### src/rtl/load_unit_ctrl.sv
// Single-outstanding RISC-V load sequencer: EA compute, word read request, response wait, lane extract/extend, writeback.
// Optional macro MISALIGN_TRAP_EN: misaligned LH/LHU/LW abort at accept with an err pulse instead of issuing.
module load_unit_ctrl #(
    parameter int XLEN        = 32,
    parameter int RSP_TIMEOUT = 255
) (
    input  logic            clk,
    input  logic            reset,
    input  logic            ld_valid,
    output logic            ld_ready,
    input  logic [XLEN-1:0] ld_base,
    input  logic [11:0]     ld_imm,
    input  logic [4:0]      ld_rd,
    input  logic [2:0]      ld_control,
    output logic            mem_req_valid,
    input  logic            mem_req_ready,
    output logic [XLEN-1:0] mem_addr,
    input  logic            mem_rsp_valid,
    input  logic [XLEN-1:0] mem_rsp_data,
    output logic            wb_valid,
    output logic [4:0]      wb_rd,
    output logic [XLEN-1:0] wb_data,
    output logic            busy,
    output logic            err
);

    localparam int CNT_W = (RSP_TIMEOUT > 0) ? $clog2(RSP_TIMEOUT + 1) : 1;

    localparam logic [2:0] LD_LB  = 3'd0;
    localparam logic [2:0] LD_LH  = 3'd1;
    localparam logic [2:0] LD_LW  = 3'd2;
    localparam logic [2:0] LD_LBU = 3'd4;
    localparam logic [2:0] LD_LHU = 3'd5;

    typedef enum logic [1:0] {S_IDLE, S_REQ, S_WAIT, S_WB} state_t;

    state_t           state_q, state_d;
    logic [CNT_W-1:0] cnt_q, cnt_d;
    logic             err_q, err_d;

    logic [XLEN-1:0]  ea_q;
    logic [4:0]       rd_q;
    logic [2:0]       ctrl_q;
    logic [XLEN-1:0]  data_q;

    logic signed [11:0]     imm_s;
    logic signed [XLEN-1:0] imm_ext;
    logic [XLEN-1:0]        ea_in;
    logic                   accept;
    logic                   misalign;

    // Lane select and sign/zero extension of the returned word.
    function automatic logic [XLEN-1:0] extract_load(input logic [XLEN-1:0] word,
                                                     input logic [1:0]      lane,
                                                     input logic [2:0]      ctrl);
        logic [7:0]  b;
        logic [15:0] h;
        b = word[{lane, 3'b000} +: 8];
        h = word[{lane[1], 4'b0000} +: 16];
        case (ctrl)
            LD_LH:   extract_load = {{(XLEN-16){h[15]}}, h};
            LD_LW:   extract_load = word;
            LD_LBU:  extract_load = {{(XLEN-8){1'b0}}, b};
            LD_LHU:  extract_load = {{(XLEN-16){1'b0}}, h};
            default: extract_load = {{(XLEN-8){b[7]}}, b};
        endcase
    endfunction

    assign imm_s   = ld_imm;
    assign imm_ext = {{(XLEN-12){imm_s[11]}}, imm_s};
    assign ea_in   = ld_base + imm_ext;
    assign accept  = ld_valid && (state_q == S_IDLE);

`ifdef MISALIGN_TRAP_EN
    assign misalign = (((ld_control == LD_LH) || (ld_control == LD_LHU)) && ea_in[0]) ||
                      ((ld_control == LD_LW) && (ea_in[1:0] != 2'b00));
`else
    assign misalign = 1'b0;
`endif

    always_comb begin
        state_d = state_q;
        cnt_d   = cnt_q;
        err_d   = 1'b0;
        case (state_q)
            S_IDLE: begin
                if (accept) begin
                    if (misalign) err_d = 1'b1;
                    else          state_d = S_REQ;
                end
            end
            S_REQ: begin
                if (mem_req_ready) begin
                    state_d = S_WAIT;
                    cnt_d   = '0;
                end
            end
            S_WAIT: begin
                cnt_d = cnt_q + 1'b1;
                // A response in the final allowed cycle takes priority over the abort.
                if (mem_rsp_valid) begin
                    state_d = S_WB;
                end else if ((RSP_TIMEOUT != 0) && (cnt_d == CNT_W'(RSP_TIMEOUT))) begin
                    state_d = S_IDLE;
                    err_d   = 1'b1;
                end
            end
            S_WB: begin
                state_d = S_IDLE;
            end
            default: begin
                state_d = S_IDLE;
            end
        endcase
    end

    always_ff @(posedge clk or posedge reset) begin
        if (reset) begin
            state_q <= S_IDLE;
            cnt_q   <= '0;
            err_q   <= 1'b0;
        end else begin
            state_q <= state_d;
            cnt_q   <= cnt_d;
            err_q   <= err_d;
        end
    end

    // Datapath registers carry no reset; outputs are gated by state instead.
    always_ff @(posedge clk) begin
        if (accept) begin
            ea_q   <= ea_in;
            rd_q   <= ld_rd;
            ctrl_q <= ld_control;
        end
        if ((state_q == S_WAIT) && mem_rsp_valid) begin
            data_q <= mem_rsp_data;
        end
    end

    assign ld_ready      = (state_q == S_IDLE);
    assign busy          = (state_q != S_IDLE);
    assign mem_req_valid = (state_q == S_REQ);
    assign mem_addr      = (state_q == S_REQ) ? {ea_q[XLEN-1:2], 2'b00} : '0;
    assign wb_valid      = (state_q == S_WB) && (rd_q != 5'd0);
    assign wb_rd         = (state_q == S_WB) ? rd_q : 5'd0;
    assign wb_data       = (state_q == S_WB) ? extract_load(data_q, ea_q[1:0], ctrl_q) : '0;
    assign err           = err_q;

endmodule

### config.mk
export PLATFORM = sky130hd
export DESIGN_NAME = load_unit_ctrl
export DESIGN_NICKNAME = d
export VERILOG_FILES = /design/src/rtl/load_unit_ctrl.sv
export SDC_FILE = /design/constraint.sdc
export NUM_CORES = 1
export LEC_CHECK = 0
export CORE_MARGIN = 3
export CORE_UTILIZATION = 40
export DETAILED_ROUTE_END_ITERATION = 6
export PLACE_DENSITY = 0.72
export SYNTH_ARGS = -nofsm -noshare
export SYNTH_HDL_FRONTEND = slang
export SYNTH_SLANG_ARGS = --single-unit
### constraint.sdc
create_clock -name clk -period 2.5 [get_ports clk]
set_input_delay 0.375 -clock clk [delete_from_list [all_inputs] [get_ports clk]]
set_output_delay 0.375 -clock clk [all_outputs]
set_load 0.03 [all_outputs]
==> impl_metrics.env, run 1 <==
export IMPL_ys_seq_elements=83
export IMPL_fin_setup_tns_ns=0
export IMPL_max_slew_margin=0.5994
export IMPL_drv_slew=0
export IMPL_layout_area_overhead_vs_synth_pct=53.72
export IMPL_fp_dieH_um=122.7
export IMPL_sequentialPowerShare=0.306
export IMPL_cts_tree="done"
export IMPL_gr_usage_all_layers=0.2094
export IMPL_gp_congestion=0.8898
export IMPL_wirelength_um=16480
export IMPL_power_net_switching_w=0.002590
export IMPL_io_buffer_count=160
export IMPL_cts_sinks=83
export IMPL_detail_route_first_pass_iterations=6
export IMPL_synthDistinctLibCells=56
export IMPL_setup_violations_final=0
export IMPL_p_int_w=0.003939
export IMPL_synth_area_leader_cell="sky130_fd_sc_hd__edfxtp_1"
export IMPL_peakVddDrop_v=0.0003808
export IMPL_grt_remaining_overflow=0
export IMPL_timing_max_cap_violations=0
export IMPL_finClkSkew_ns=0.005502
export IMPL_period_share=0.9766
export IMPL_detail_route_iter0_violations=433
export IMPL_post_synth_top_area_fraction=0.3971
export IMPL_reg2reg_from="cnt_q[2]"
export IMPL_r2r_setup_slack_ns=0.73
export IMPL_seq_area_sq_um=2437
export IMPL_cts_root_buf="sky130_fd_sc_hd__clkbuf_16"
export IMPL_clkLatencyLatePin_ns=0.34
export IMPL_holdBufCountCts=0
export IMPL_multi_input_area_sq_um=3133
export IMPL_dr_total_vias=5292
export IMPL_tritoncts_num_buffers=9
export IMPL_avgSynthCellArea_sq_um=9.741
export IMPL_layout_drive_gt1_share=0.2878
export IMPL_finalPower_w=0.006529
export IMPL_insertedDiodeCount=0
export IMPL_synth_area_top_cells="sky130_fd_sc_hd__edfxtp_1 40%, sky130_fd_sc_hd__ha_1 7.6%, sky130_fd_sc_hd__a21oi_1 5.2%"
export IMPL_p_leak_nw=3.627
export IMPL_avgViaCountPerCell=5.373
export IMPL_synth_yosys_seq_area_share=0.4476
export IMPL_synth_flop_cell="sky130_fd_sc_hd__edfxtp_1"
export IMPL_fillers=979
export IMPL_rsz0062_at_grt="yes"
export IMPL_first_pass_grt_wire_length_um=24880
export IMPL_post_synthesis_instance_area_sq_um=5445
export IMPL_grt_pass1_vias=5075
export IMPL_achievable_frequency_mhz=409.6
export IMPL_timing_critical_path_arrival_ns=2.53
export IMPL_synthesis_instances=559
export IMPL_post_dp_hpwl_um=12100
export IMPL_holdCritPathClass="primary input to asynchronous set/reset pin"
export IMPL_grt_max_degree=41
export IMPL_die_area_sq_um=15050
export IMPL_design_core_area_sq_um=12980
export IMPL_critical_path_reg2reg_endpoint="state_q[1]"
export IMPL_clk_pwr_share=0.195
export IMPL_die_w_um=122.7
export IMPL_clk_pin_slew_worst_paths_ns=0.06
export IMPL_asyncSetResetFlopFracSynth=0.1325
export IMPL_worst_endpoint_required_ns=2.58
export IMPL_worst_slew_pin_transition_ns=0.6010
export IMPL_synth_warning_count=0
export IMPL_timing_setup_critical_path_class="primary input to flop"
export IMPL_clock_tree_buffer_depth=2
export IMPL_initial_core_utilization=0.4196
export IMPL_detail_route_antenna_nets=0
export IMPL_layoutNonFillerInstCount=985
export IMPL_timing_reg2reg_worst_path_depth=6
export IMPL_core_rowCount=41
export IMPL_detail_route_drc_violations=0
export IMPL_setup_worst_path_start_class="primary input"
export IMPL_relative_contribution_of_combinational_cells_to_total_power=0.499
export IMPL_grt_antenna_before_repair=0
export IMPL_end_kind="flop"
export IMPL_io_pins=163
export IMPL_htree_levels=3
export IMPL_synth_edf_count=72
export IMPL_hold_viol=0
export IMPL_critical_path_peak_fanout=4
export IMPL_wire_per_inst_um=16.73
export IMPL_cellPowerDensity_nw_per_um2=780.0
export IMPL_numPlacedInstances=960
export IMPL_power_share_switching=0.3966
export IMPL_util_after_layout=0.6449
export IMPL_finalNetCount=932
export IMPL_outcome="completed"
export IMPL_period_minus_slack_ns=2.442
## metal layers
layer	vias up	wire (um)	global-route usage
met1	2500	6595	0.2571
li1	2550	-	-
met3	31	1262	0.04286
met4	0	370	0.08397
met5	-	0	0
met2	211	8251	0.3594
## what timing repair did
action | CTS | global route
gates resized for setup | 101 | 89
buffers inserted | 5 | 5
endpoints found under the setup margin | 48 | 46
pin swaps | 13 | 23
## final cells by class
type / instances / area share
clock buffers: 10 / 0.02735
clock inverters: 5 / 0.005381
inverters: 11 / 0.004933
multi-input cells: 434 / 0.3743
flip-flops and latches: 83 / 0.2912
well taps: 172 / 0.02571
repair buffers: 270 / 0.2712
## synthesized netlist by cell type, types with 10 or more instances
cell type,number
sky130_fd_sc_hd__o21ai_0,30
sky130_fd_sc_hd__nor2_1,29
sky130_fd_sc_hd__a21oi_1,57
sky130_fd_sc_hd__xor2_1,14
sky130_fd_sc_hd__inv_1,11
sky130_fd_sc_hd__a21o_1,28
sky130_fd_sc_hd__ha_1,33
sky130_fd_sc_hd__nand3_1,17
sky130_fd_sc_hd__dfrtp_1,11
sky130_fd_sc_hd__and3_1,11
sky130_fd_sc_hd__and2_1,37
sky130_fd_sc_hd__o22ai_1,10
sky130_fd_sc_hd__xnor2_1,20
sky130_fd_sc_hd__clkbuf_1,26
sky130_fd_sc_hd__edfxtp_1,72
sky130_fd_sc_hd__nand2_1,58
## placed cells by master, fill, tap and decap left out, types with 14 or more instances in the layout
master,synthesis,final
sky130_fd_sc_hd__a21o_1,28,28
sky130_fd_sc_hd__a21oi_1,57,49
sky130_fd_sc_hd__and2_1,37,36
sky130_fd_sc_hd__buf_2,3,16
sky130_fd_sc_hd__buf_4,2,136
sky130_fd_sc_hd__clkdlybuf4s50_1,0,88
sky130_fd_sc_hd__edfxtp_1,72,72
sky130_fd_sc_hd__ha_1,33,23
sky130_fd_sc_hd__nand2_1,58,53
sky130_fd_sc_hd__nand3_1,17,17
sky130_fd_sc_hd__nor2_1,29,27
sky130_fd_sc_hd__o21ai_0,30,30
sky130_fd_sc_hd__xnor2_1,20,20
sky130_fd_sc_hd__xor2_1,14,14
## sequential cells by signal, indices dropped and copies added, names as in the netlist
| register | count |
|---|---|
| ctrl_q | 3 |
| state_q | 2 |
| cnt_q | 8 |
| data_q | 32 |
| ea_q | 32 |
| err | 1 |
| rd_q | 5 |
## power groups by stage
stage	clock (W)	sequential (W)	combinational, W
2_1_floorplan	0	0.00197	0.00186
6_report	0.00127	0.00200	0.00326
4_1_cts	0.00130	0.00199	0.00322
3_5_place_dp	0	0.00202	0.00320
3_3_place_gp	0	0.00201	0.00315
5_1_grt	0.00136	0.00203	0.00350
## cells by family (layout without fill, tap and decap cells)
group,Yosys count,after routing,share of synthesized area
flip-flops,83,83,0.4476
AO/OA/AOI/OAI,175,175,0.2061
AND/OR/NAND/NOR,180,180,0.1631
multiplexers,9,9,0.01654
buffers and inverters,43,296,0.03171
other,1,2,0.0006887
XOR/XNOR,34,34,0.05469
adder cells (fa/ha/maj),34,34,0.07950
## metrics by stage
| step | area (sq um) | setup slack, ns | hold WS (ns) |
|---|---|---|---|
| finish | 8371 | 0.05842 | 0.3264 |
| global route | 8371 | -0.1214 | 0.3702 |
| CTS | 8260 | 0.0009706 | 0.3368 |
| detailed placement | 7864 | -0.5878 | 0.5040 |
| global placement | 7864 | -0.5694 | 0.4964 |
| floorplan | 5455 | 0.01560 | 0.2274 |
## worst max-delay path, stage by stage
cell	delay (ns)
sky130_fd_sc_hd__clkdlybuf4s50_1	0.45
sky130_fd_sc_hd__ha_4	0.30
sky130_fd_sc_hd__nand4_1	0.19
sky130_fd_sc_hd__and2_1	0.27
sky130_fd_sc_hd__o41ai_4	0.35
sky130_fd_sc_hd__a21o_1	0.17
sky130_fd_sc_hd__a21o_1	0.20
sky130_fd_sc_hd__o21ai_2	0.07
sky130_fd_sc_hd__xnor2_1	0.13
## worst max-delay path by stage
stage	slack, ns	endpoint	startpoint
floorplan	0.02	ea_q[24]	ld_base[0]
global placement	-0.57	ea_q[29]	ld_base[1]
detailed placement	-0.59	ea_q[30]	ld_base[0]
CTS	0.001	wb_data[22]	ea_q[1]
global route	-0.12	wb_data[7]	ctrl_q[0]
finish	0.06	ea_q[31]	ld_base[3]
(Power assumes the default switching activity.)
==> inputs of run 2 (changes only) <==
--- a/config.mk
+++ b/config.mk
@@ -6,9 +6,10 @@
 export NUM_CORES = 1
 export LEC_CHECK = 0
 export CORE_MARGIN = 3
-export CORE_UTILIZATION = 40
+export CORE_UTILIZATION = 43
 export DETAILED_ROUTE_END_ITERATION = 6
-export PLACE_DENSITY = 0.72
+export PLACE_DENSITY = 0.77
+export REMOVE_ABC_BUFFERS = 1
 export SYNTH_ARGS = -nofsm -noshare
 export SYNTH_HDL_FRONTEND = slang
 export SYNTH_SLANG_ARGS = --single-unit
==> run 2 against run 1 <==
  * Global-route usage is 1.6 points higher
  * First-iteration DRC count is 16% lower
  * Sequential power hardly changed
  * Final cell count is 0.10% higher
  * Combinational power hardly changed
  * Sequential share of layout area is 0.29 points lower
  * Clock power is 5% lower
  * Utilization is 4.7 points higher
  * Cell area is 1.0% higher
  * Worst setup slack worse by 0.034 ns
==> impl_metrics.env, run 2 (synthesis gave the netlist of run 1 again) <==
export IMPL_io_pins=163
export IMPL_cts_sinks=83
export IMPL_clkLatencyLatePin_ns=0.35
export IMPL_cpLargestDelayFamily="buffers and inverters"
export IMPL_fillers=952
export IMPL_holdCritPathClass="primary input to asynchronous set/reset pin"
export IMPL_clk_pin_slew_worst_paths_ns=0.06
export IMPL_clk_pwr_share=0.186
export IMPL_layout_cells_most_common="sky130_fd_sc_hd__buf_4"
export IMPL_detail_route_antenna_nets=0
export IMPL_finClkSkew_ns=0.006937
export IMPL_setup_worst_path_start_class="flop"
export IMPL_outcome="completed"
export IMPL_crit_path_max_incr_delay_ns=0.43
export IMPL_core_rowCount=40
export IMPL_timing_setup_critical_path_class="flop to output pin"
export IMPL_achievable_frequency_mhz=403.9
export IMPL_hold_viol=0
export IMPL_detail_route_first_pass_iterations=5
export IMPL_p_int_w=0.003864
export IMPL_sequentialPowerShare=0.307
export IMPL_detail_route_drc_violations=0
export IMPL_drv_slew=0
export IMPL_power_net_switching_w=0.002612
export IMPL_io_buffer_count=160
export IMPL_p_leak_nw=3.647
export IMPL_die_w_um=118.5
export IMPL_gr_usage_all_layers=0.2251
export IMPL_wire_per_inst_um=16.72
export IMPL_layout_area_overhead_vs_synth_pct=55.26
export IMPL_grt_antenna_before_repair=2
export IMPL_cellPowerDensity_nw_per_um2=766.0
export IMPL_timing_max_cap_violations=0
export IMPL_max_slew_margin=0.6134
export IMPL_detail_route_iter0_violations=363
export IMPL_wirelength_um=16490
export IMPL_power_share_switching=0.4034
export IMPL_die_area_sq_um=14050
export IMPL_buffering_stage_count_on_the_worst_path_with_inverters_included=4
export IMPL_design_core_area_sq_um=12210
export IMPL_critical_path_peak_fanout=19
export IMPL_avgViaCountPerCell=5.433
export IMPL_grt_remaining_overflow=0
export IMPL_timing_critical_path_arrival_ns=2.10
export IMPL_end_kind="output pin"
export IMPL_grt_pass1_vias=5344
export IMPL_worst_endpoint_required_ns=2.12
export IMPL_cts_tree="done"
export IMPL_gp_congestion=0.9076
export IMPL_rsz0062_at_grt="yes"
export IMPL_numPlacedInstances=959
export IMPL_dr_total_vias=5357
export IMPL_r2r_setup_slack_ns=0.75
export IMPL_relative_contribution_of_combinational_cells_to_total_power=0.507
export IMPL_fp_dieH_um=118.5
export IMPL_reg_top3="data_q x32, ea_q x32, cnt_q x8"
export IMPL_layout_common_cells="140 x sky130_fd_sc_hd__buf_4, 88 x sky130_fd_sc_hd__clkdlybuf4s50_1, 72 x sky130_fd_sc_hd__edfxtp_1"
export IMPL_tritoncts_num_buffers=9
export IMPL_initial_core_utilization=0.4459
export IMPL_layoutNonFillerInstCount=986
export IMPL_cts_root_buf="sky130_fd_sc_hd__clkbuf_16"
export IMPL_layout_drive_gt1_share=0.2901
export IMPL_setup_violations_final=0
export IMPL_period_share=0.9904
export IMPL_clock_tree_buffer_depth=2
export IMPL_critical_path_slowest_cell="sky130_fd_sc_hd__edfxtp_1"
export IMPL_htree_levels=3
export IMPL_crit_path_frequent_cell="sky130_fd_sc_hd__buf_6"
export IMPL_worst_slew_pin_transition_ns=0.5798
export IMPL_critical_path_cell_by_cell="buf_6 > nor2_4 > buf_4 > xnor2_1 > o21ai_1 > buf_6 > a21oi_1 > clkdlybuf4s15_2"
export IMPL_period_minus_slack_ns=2.476
export IMPL_grt_max_degree=41
export IMPL_post_dp_hpwl_um=12190
export IMPL_finalHoldWorstSlack_ns=0.3283
export IMPL_peakVddDrop_v=0.0003644
export IMPL_first_pass_grt_wire_length_um=25610
export IMPL_finalNetCount=935
[run 2: cell types whose count changed in the layout (fill, tap and decap cells not counted), sizes merged]
| cell | before | now |
|---|---|---|
| buf | 159 | 156 |
| bufbuf | 0 | 1 |
| bufinv | 1 | 0 |
| clkbuf | 23 | 16 |
| clkdlybuf4s15 | 1 | 13 |
| clkdlybuf4s18 | 0 | 1 |
| clkinvlp | 0 | 2 |
| diode | 0 | 1 |
| dlygate4sd2 | 6 | 4 |
| dlymetal6s2s | 3 | 4 |
[run 2: final timing paths]
check | startpoint | end | depth (start not counted)
hold reg to reg | cnt_q[7] | cnt_q[7] | 1
setup / recovery | ctrl_q[0] | wb_data[27] | 8
setup reg to reg | state_q[0] | data_q[7] | 4
max in group asynchronous | reset | cnt_q[6] | 2
hold / removal | reset | cnt_q[0] | 2
min in group clk | ld_imm[0] | ea_q[0] | 2
[run 2: layout make-up]
class                      instances  area, sq um  area share
multi-input combinational        434         3124      0.3695
sequential                        83         2437      0.2883
timing repair buffer             273         2377      0.2812
clock buffer                      10        229.0     0.02708
tap                              168        210.2     0.02486
inverter                          11        41.29    0.004884
clock inverter                     6        32.53    0.003848
antenna                            1        2.502   0.0002960
[run 2: power by group through the flow]
stage	combinational, W	sequential, W	clock, W
final	0.00328	0.00199	0.00121
after floorplan	0.00176	0.00203	0
after global placement	0.00311	0.00200	0
after global routing	0.00352	0.00202	0.00129
after detailed placement	0.00318	0.00202	0
after CTS	0.00322	0.00198	0.00122
[run 2: what timing repair did]
action / 4_1_cts / 5_1_grt
pin swaps: 14 / 21
resized for setup: 100 / 69
gates cloned: 1 / 0
endpoints found under the setup margin: 47 / 40
endpoints found under the hold margin: 0 / 0
hold buffers: 0 / 0
setup buffers: 4 / 5
[run 2: through the flow]
| stage | total power, W | utilization | setup TNS (ns) | setup WS [ns] | cell area, sq um |
|---|---|---|---|---|---|
| global route | 0.006826 | 0.6921 | -0.6913 | -0.08920 | 8452 |
| CTS | 0.006429 | 0.6789 | 0 | 0.002531 | 8290 |
| finish | 0.006476 | 0.6923 | 0 | 0.02402 | 8454 |
| global placement | 0.005112 | 0.6425 | -9.865 | -0.5322 | 7846 |
| detailed placement | 0.005194 | 0.6425 | -12.04 | -0.6390 | 7846 |
| floorplan | 0.003784 | - | -8.970 | -0.3249 | 5318 |
[run 2: per-layer routing]
metal / global-route usage / part of all wire / up-vias
met5: 0 / 0.0017 / -
met4: 0.06734 / 0.016 / 4
met3: 0.05502 / 0.078 / 36
met2: 0.3964 / 0.50 / 230
met1: 0.2717 / 0.41 / 2528
li1: - / - / 2559
